--- config.mk ---
export PLATFORM = sky130hd
export DESIGN_NAME = alu_arbiter
export DESIGN_NICKNAME = d
export VERILOG_FILES = /design/src/rtl/alu_arbiter.sv
export SDC_FILE = /design/constraint.sdc
export NUM_CORES = 1
export LEC_CHECK = 0
export ABC_AREA = 1
export CORE_AREA = 8 8 149 151
export CTS_CLUSTER_SIZE = 28
export DETAILED_ROUTE_END_ITERATION = 6
export DIE_AREA = 0 0 157 159
export MAX_ROUTING_LAYER = met4
export PLACE_DENSITY = 0.72
export REMOVE_ABC_BUFFERS = 1
export SKIP_CTS_REPAIR_TIMING = 1
export SLEW_MARGIN = 20
export SYNTH_ARGS = -nofsm -noshare
export SYNTH_HDL_FRONTEND = slang
export SYNTH_SLANG_ARGS = --single-unit
--- constraint.sdc ---
create_clock -name clk -period 1.9 [get_ports clk]
set_input_delay 0.19 -clock clk [delete_from_list [all_inputs] [get_ports clk]]
set_output_delay 0.19 -clock clk [all_outputs]
set_load 0.01 [all_outputs]
--- src/rtl/alu_arbiter.sv ---
// Two-requester arbiter that shares one combinational ALU, returning each result on a
// registered response channel and counting genuine overflow events.
module alu_arbiter #(
   parameter int unsigned CNT_W = 8
) (
   input  logic             clk,
   input  logic             rst_n,
   input  logic             r0_valid,
   output logic             r0_ready,
   input  logic [31:0]      r0_instr,
   input  logic [31:0]      r0_a,
   input  logic [31:0]      r0_b,
   input  logic [9:0]       r0_pc,
   input  logic             r1_valid,
   output logic             r1_ready,
   input  logic [31:0]      r1_instr,
   input  logic [31:0]      r1_a,
   input  logic [31:0]      r1_b,
   input  logic [9:0]       r1_pc,
   output logic [31:0]      alu_i,
   output logic [31:0]      alu_a,
   output logic [31:0]      alu_b,
   output logic [9:0]       alu_pc,
   input  logic [31:0]      alu_o,
   input  logic             alu_zero,
   input  logic             alu_flow,
   output logic             rsp_valid,
   input  logic             rsp_ready,
   output logic             rsp_id,
   output logic [31:0]      rsp_data,
   output logic             rsp_zero,
   output logic             rsp_flow,
   output logic [CNT_W-1:0] ovf_count,
   output logic             busy
);

   localparam logic [1:0] StIdle = 2'd0;
   localparam logic [1:0] StExec = 2'd1;
   localparam logic [1:0] StResp = 2'd2;

   localparam logic [CNT_W-1:0] CntMax = '1;
   localparam logic [CNT_W-1:0] CntOne = 1;

   logic [1:0]       state_q, state_d;
   logic             last_q, last_d;
   logic             id_q, id_d;
   logic [31:0]      op_instr_q, op_instr_d;
   logic [31:0]      op_a_q, op_a_d;
   logic [31:0]      op_b_q, op_b_d;
   logic [9:0]       op_pc_q, op_pc_d;
   logic [31:0]      rsp_data_q, rsp_data_d;
   logic             rsp_id_q, rsp_id_d;
   logic             rsp_zero_q, rsp_zero_d;
   logic             rsp_flow_q, rsp_flow_d;
   logic [CNT_W-1:0] cnt_q, cnt_d;

   logic gnt_id;
   logic accept;
   logic flow_ok;
   logic flow_masked;

   // On a conflict the requester that did not win last time gets the grant.
   always_comb begin
      gnt_id = (r0_valid && r1_valid) ? ~last_q : r1_valid;
   end

   assign r0_ready = (state_q == StIdle) && r0_valid && !gnt_id;
   assign r1_ready = (state_q == StIdle) && r1_valid && gnt_id;
   assign accept   = r0_ready || r1_ready;

   // The ALU leaves a stale flow value for ops that do not compute it.
   always_comb begin
      flow_ok = 1'b0;
      case (op_instr_q[6:0])
         7'b0110011: flow_ok = (op_instr_q[14:12] == 3'b000) &&
                               ((op_instr_q[31:25] == 7'b0000000) ||
                                (op_instr_q[31:25] == 7'b0100000));
         7'b0010011: flow_ok = (op_instr_q[14:12] == 3'b000);
         7'b0100011: flow_ok = 1'b1;
         7'b1100111: flow_ok = 1'b1;
         7'b1101111: flow_ok = 1'b1;
         default:    flow_ok = 1'b0;
      endcase
      flow_masked = flow_ok && alu_flow;
   end

   always_comb begin
      state_d    = state_q;
      last_d     = last_q;
      id_d       = id_q;
      op_instr_d = op_instr_q;
      op_a_d     = op_a_q;
      op_b_d     = op_b_q;
      op_pc_d    = op_pc_q;
      rsp_data_d = rsp_data_q;
      rsp_id_d   = rsp_id_q;
      rsp_zero_d = rsp_zero_q;
      rsp_flow_d = rsp_flow_q;
      cnt_d      = cnt_q;
      case (state_q)
         StIdle: begin
            if (accept) begin
               op_instr_d = gnt_id ? r1_instr : r0_instr;
               op_a_d     = gnt_id ? r1_a : r0_a;
               op_b_d     = gnt_id ? r1_b : r0_b;
               op_pc_d    = gnt_id ? r1_pc : r0_pc;
               id_d       = gnt_id;
               last_d     = gnt_id;
               state_d    = StExec;
            end
         end
         StExec: begin
            rsp_data_d = alu_o;
            rsp_zero_d = alu_zero;
            rsp_flow_d = flow_masked;
            rsp_id_d   = id_q;
            if (flow_masked && (cnt_q != CntMax)) begin
               cnt_d = cnt_q + CntOne;
            end
            state_d = StResp;
         end
         StResp: begin
            if (rsp_ready) begin
               state_d = StIdle;
            end
         end
         default: state_d = StIdle;
      endcase
   end

   always_ff @(posedge clk) begin
      if (!rst_n) begin
         state_q    <= StIdle;
         last_q     <= 1'b1;
         id_q       <= 1'b0;
         op_instr_q <= '0;
         op_a_q     <= '0;
         op_b_q     <= '0;
         op_pc_q    <= '0;
         rsp_data_q <= '0;
         rsp_id_q   <= 1'b0;
         rsp_zero_q <= 1'b0;
         rsp_flow_q <= 1'b0;
         cnt_q      <= '0;
      end else begin
         state_q    <= state_d;
         last_q     <= last_d;
         id_q       <= id_d;
         op_instr_q <= op_instr_d;
         op_a_q     <= op_a_d;
         op_b_q     <= op_b_d;
         op_pc_q    <= op_pc_d;
         rsp_data_q <= rsp_data_d;
         rsp_id_q   <= rsp_id_d;
         rsp_zero_q <= rsp_zero_d;
         rsp_flow_q <= rsp_flow_d;
         cnt_q      <= cnt_d;
      end
   end

   assign alu_i     = op_instr_q;
   assign alu_a     = op_a_q;
   assign alu_b     = op_b_q;
   assign alu_pc    = op_pc_q;
   assign rsp_valid = (state_q == StResp);
   assign rsp_id    = rsp_id_q;
   assign rsp_data  = rsp_data_q;
   assign rsp_zero  = rsp_zero_q;
   assign rsp_flow  = rsp_flow_q;
   assign ovf_count = cnt_q;
   assign busy      = (state_q != StIdle);

endmodule

==> flow_metrics.tcl <==
set metrics [dict create \
    status "finished clean" \
    synth_edf_count 0 \
    cts_buffer_depth 2 \
    max_freq_mhz 572 \
    synth_ff_type "dfxtp_1" \
    ff_latch_area_sq_um 3060 \
    grt_pass1_vias 7471 \
    synth-xor-area-share_pct 0.274 \
    grt_max_degree 107 \
    cts_made_buffers 17 \
    gp_congestion 0.834 \
    rsz0062_at_grt "no" \
    ys_seq_area_share_pct 47.9 \
    nets 1494 \
    ant_nets 0 \
    leakagePower_nw 4.45 \
    synth_top_cell_area_share_pct 47.9 \
    hold_class "in2reg" \
    yosys-top-cells-area "dfxtp_1 48%, nand2_1 15%, a31oi_1 10%, o21ai_1 5.8%, o21ai_0 5.5%" \
    critPathKind "reg2out" \
    io_pins 404 \
    rows 52 \
    initial_core_util_pct 32.2 \
    start_kind "flop" \
    clk_pin_slew_ns 0.06 \
    die_h_um 159 \
    port_buffers 403 \
    hold_viol_final 0 \
    cp-end-kind "primary output" \
    skew_ns 0.0136 \
    yosys.area_share.simple_pct 22.6 \
    postSynthAreaPerCell_sq_um 7.35 \
    worst_skew_pair.late_latency_ns 0.42 \
    core_area_sq_um 19800 \
    root_buffer "clkbuf_16" \
    synth.cell_area_sq_um 6400 \
    synth_top_family_by_area "simple AND/OR/NAND/NOR gates" \
    multi_input_area_sq_um 2900 \
    grt_first_pass_wirelength_um 41300 \
    setup_violations 0 \
    layout_setup_ws_ns 0.150 \
    final_max_slew_viol_count 0 \
    worstMarginPinSlew_ns 0.613 \
    drv_cap 0 \
    powerDensity_nw_per_um2 875 \
    maxSlewHeadroom_pct 59.2 \
    ir_drop_uv 532 \
    wl_um 27000 \
    ys_seq_elements 153 \
    hpwl_um 20200 \
    cts.sinks 153 \
    tns_ns 0 \
    synthArstFlopShare_pct 0 \
    antenna_found_initial 2 \
    period_minus_slack_ns 1.75 \
    drive_gt1_share_pct 5.02 \
    die_w_um 157 \
    place_ws_ns -0.00422 \
    required_ns 1.71 \
    grt-ovfl-total 0 \
    post-route-drc-count 0 \
    drt_iter0_drc 410 \
    htree_num_levels 4 \
    grt_usage_pct 21.8 \
    fill_cells 1836 \
    synth_cells 870 \
    via_count 7388 \
    synthMuxAreaShare_pct 0 \
    first_pass_iters 5 \
    cp_max_fo 3 \
    min_period_over_period_pct 92.1 \
    synthToLayoutAreaGrowth_pct 76.2 \
    post_drt_wl_per_cell_um 17.7 \
    arrival_ns 1.56 \
    ys_warn_count 0 \
    yosysUniqueCellTypes 25 \
    yosys.area.top_type "dfxtp_1" \
    vias_per_cell 4.84 \
    die-area_sq_um 25000 \
    cts_tree "built" \
    synth_compound_area_share_pct 22.3 \
    synthAdderAreaFrac_pct 0.196 \
]
==> synth_stat cells (all sizes together) (4+ instances only) <==
master,count
o21ai,144
dfxtp,153
a21oi,7
buf,26
nor3,4
nand2,252
inv,25
a31oi,106
nor2,93
nand3,7
clkbuf,41
nand4,8
==> per-layer routing <==
layer,share of wire [%],GRT usage [%]
met5,0,-
met4,2.0,7.17
met3,9.2,8.22
met1,41,23.8
met2,48,35.8
==> path summary, 6_finish.rpt <==
path | slack [ns] | to | from | cells after the start
setup / recovery | 0.15 | rsp_valid | state_q[1]$_SDFFE_PN0P_ | 3
hold / removal | 0.14 | last_q$_SDFFE_PN1P_ | rst_n | 2
setup reg to reg | 0.32 | alu_i[24]$_SDFFE_PN0P_ | state_q[1]$_SDFFE_PN0P_ | 8
hold reg to reg | 0.47 | rsp_flow$_SDFFE_PN0P_ | rsp_flow$_SDFFE_PN0P_ | 2
==> power by group <==
group          leakage (nW)  switching (W)  total (W)  internal (W)
Combinational          2.90        0.00124    0.00274       0.00149
Clock                 0.278        0.00147    0.00328       0.00182
Sequential             1.26       0.000233    0.00384       0.00361
==> sequential cells by signal, indices dropped and copies added, names as in the netlist, 2 cells and up <==
signal	count
alu_a	32
alu_b	32
alu_i	32
alu_pc	10
ovf_count	8
rsp_data	32
state_q	2
==> critical path, cell delays in order (launching register included) <==
cell and delay (ns):
dfxtp_1 0.40, inv_1 0.06, nor2_1 0.12, clkdlybuf4s50_1 0.57
==> cells in the final DEF, fill, tap and decap left out, types with 6 or more instances in the layout <==
master and count:
buf_4 8, clkdlybuf4s50_1 400, nand2_1 250, nand3_1 6, a31oi_1 106, a21oi_1 7
nand4_1 8, o21ai_1 74, inv_1 21, buf_12 10, o21ai_0 70, dfxtp_1 153
nor2_1 87, clkbuf_16 17
==> cell families after synthesis <==
group	count (synthesis)
flip-flops	153
XOR/XNOR	2
AND/OR/NAND/NOR	364
AO/OA/AOI/OAI	258
buffers and inverters	92
adder cells (fa/ha/maj)	1
==> final cells by class <==
class	count	area share, %
multi-input combinational	625	25.7
timing repair buffer	420	38.1
tap	270	3.00
sequential	153	27.2
clock buffer	20	4.14
clock inverter	12	0.955
antenna	2	0.0444
inverter	25	0.899
==> metrics by stage <==
| stage | utilization, % | area (sq um) | instances | hold slack, ns | total power [W] |
|---|---|---|---|---|---|
| floorplan | - | 6060 | 803 | 0.274 | 0.00486 |
| global placement | 53.8 | 10700 | 1491 | 0.456 | 0.00662 |
| detailed placement | 53.8 | 10700 | 1491 | 0.459 | 0.00666 |
| CTS | 56.7 | 11200 | 1523 | 0.113 | 0.00997 |
| global route | 56.8 | 11300 | 1527 | 0.153 | 0.0104 |
| finish | 56.8 | 11300 | 1527 | 0.137 | 0.00986 |
Power figures use the tool's default switching activity.
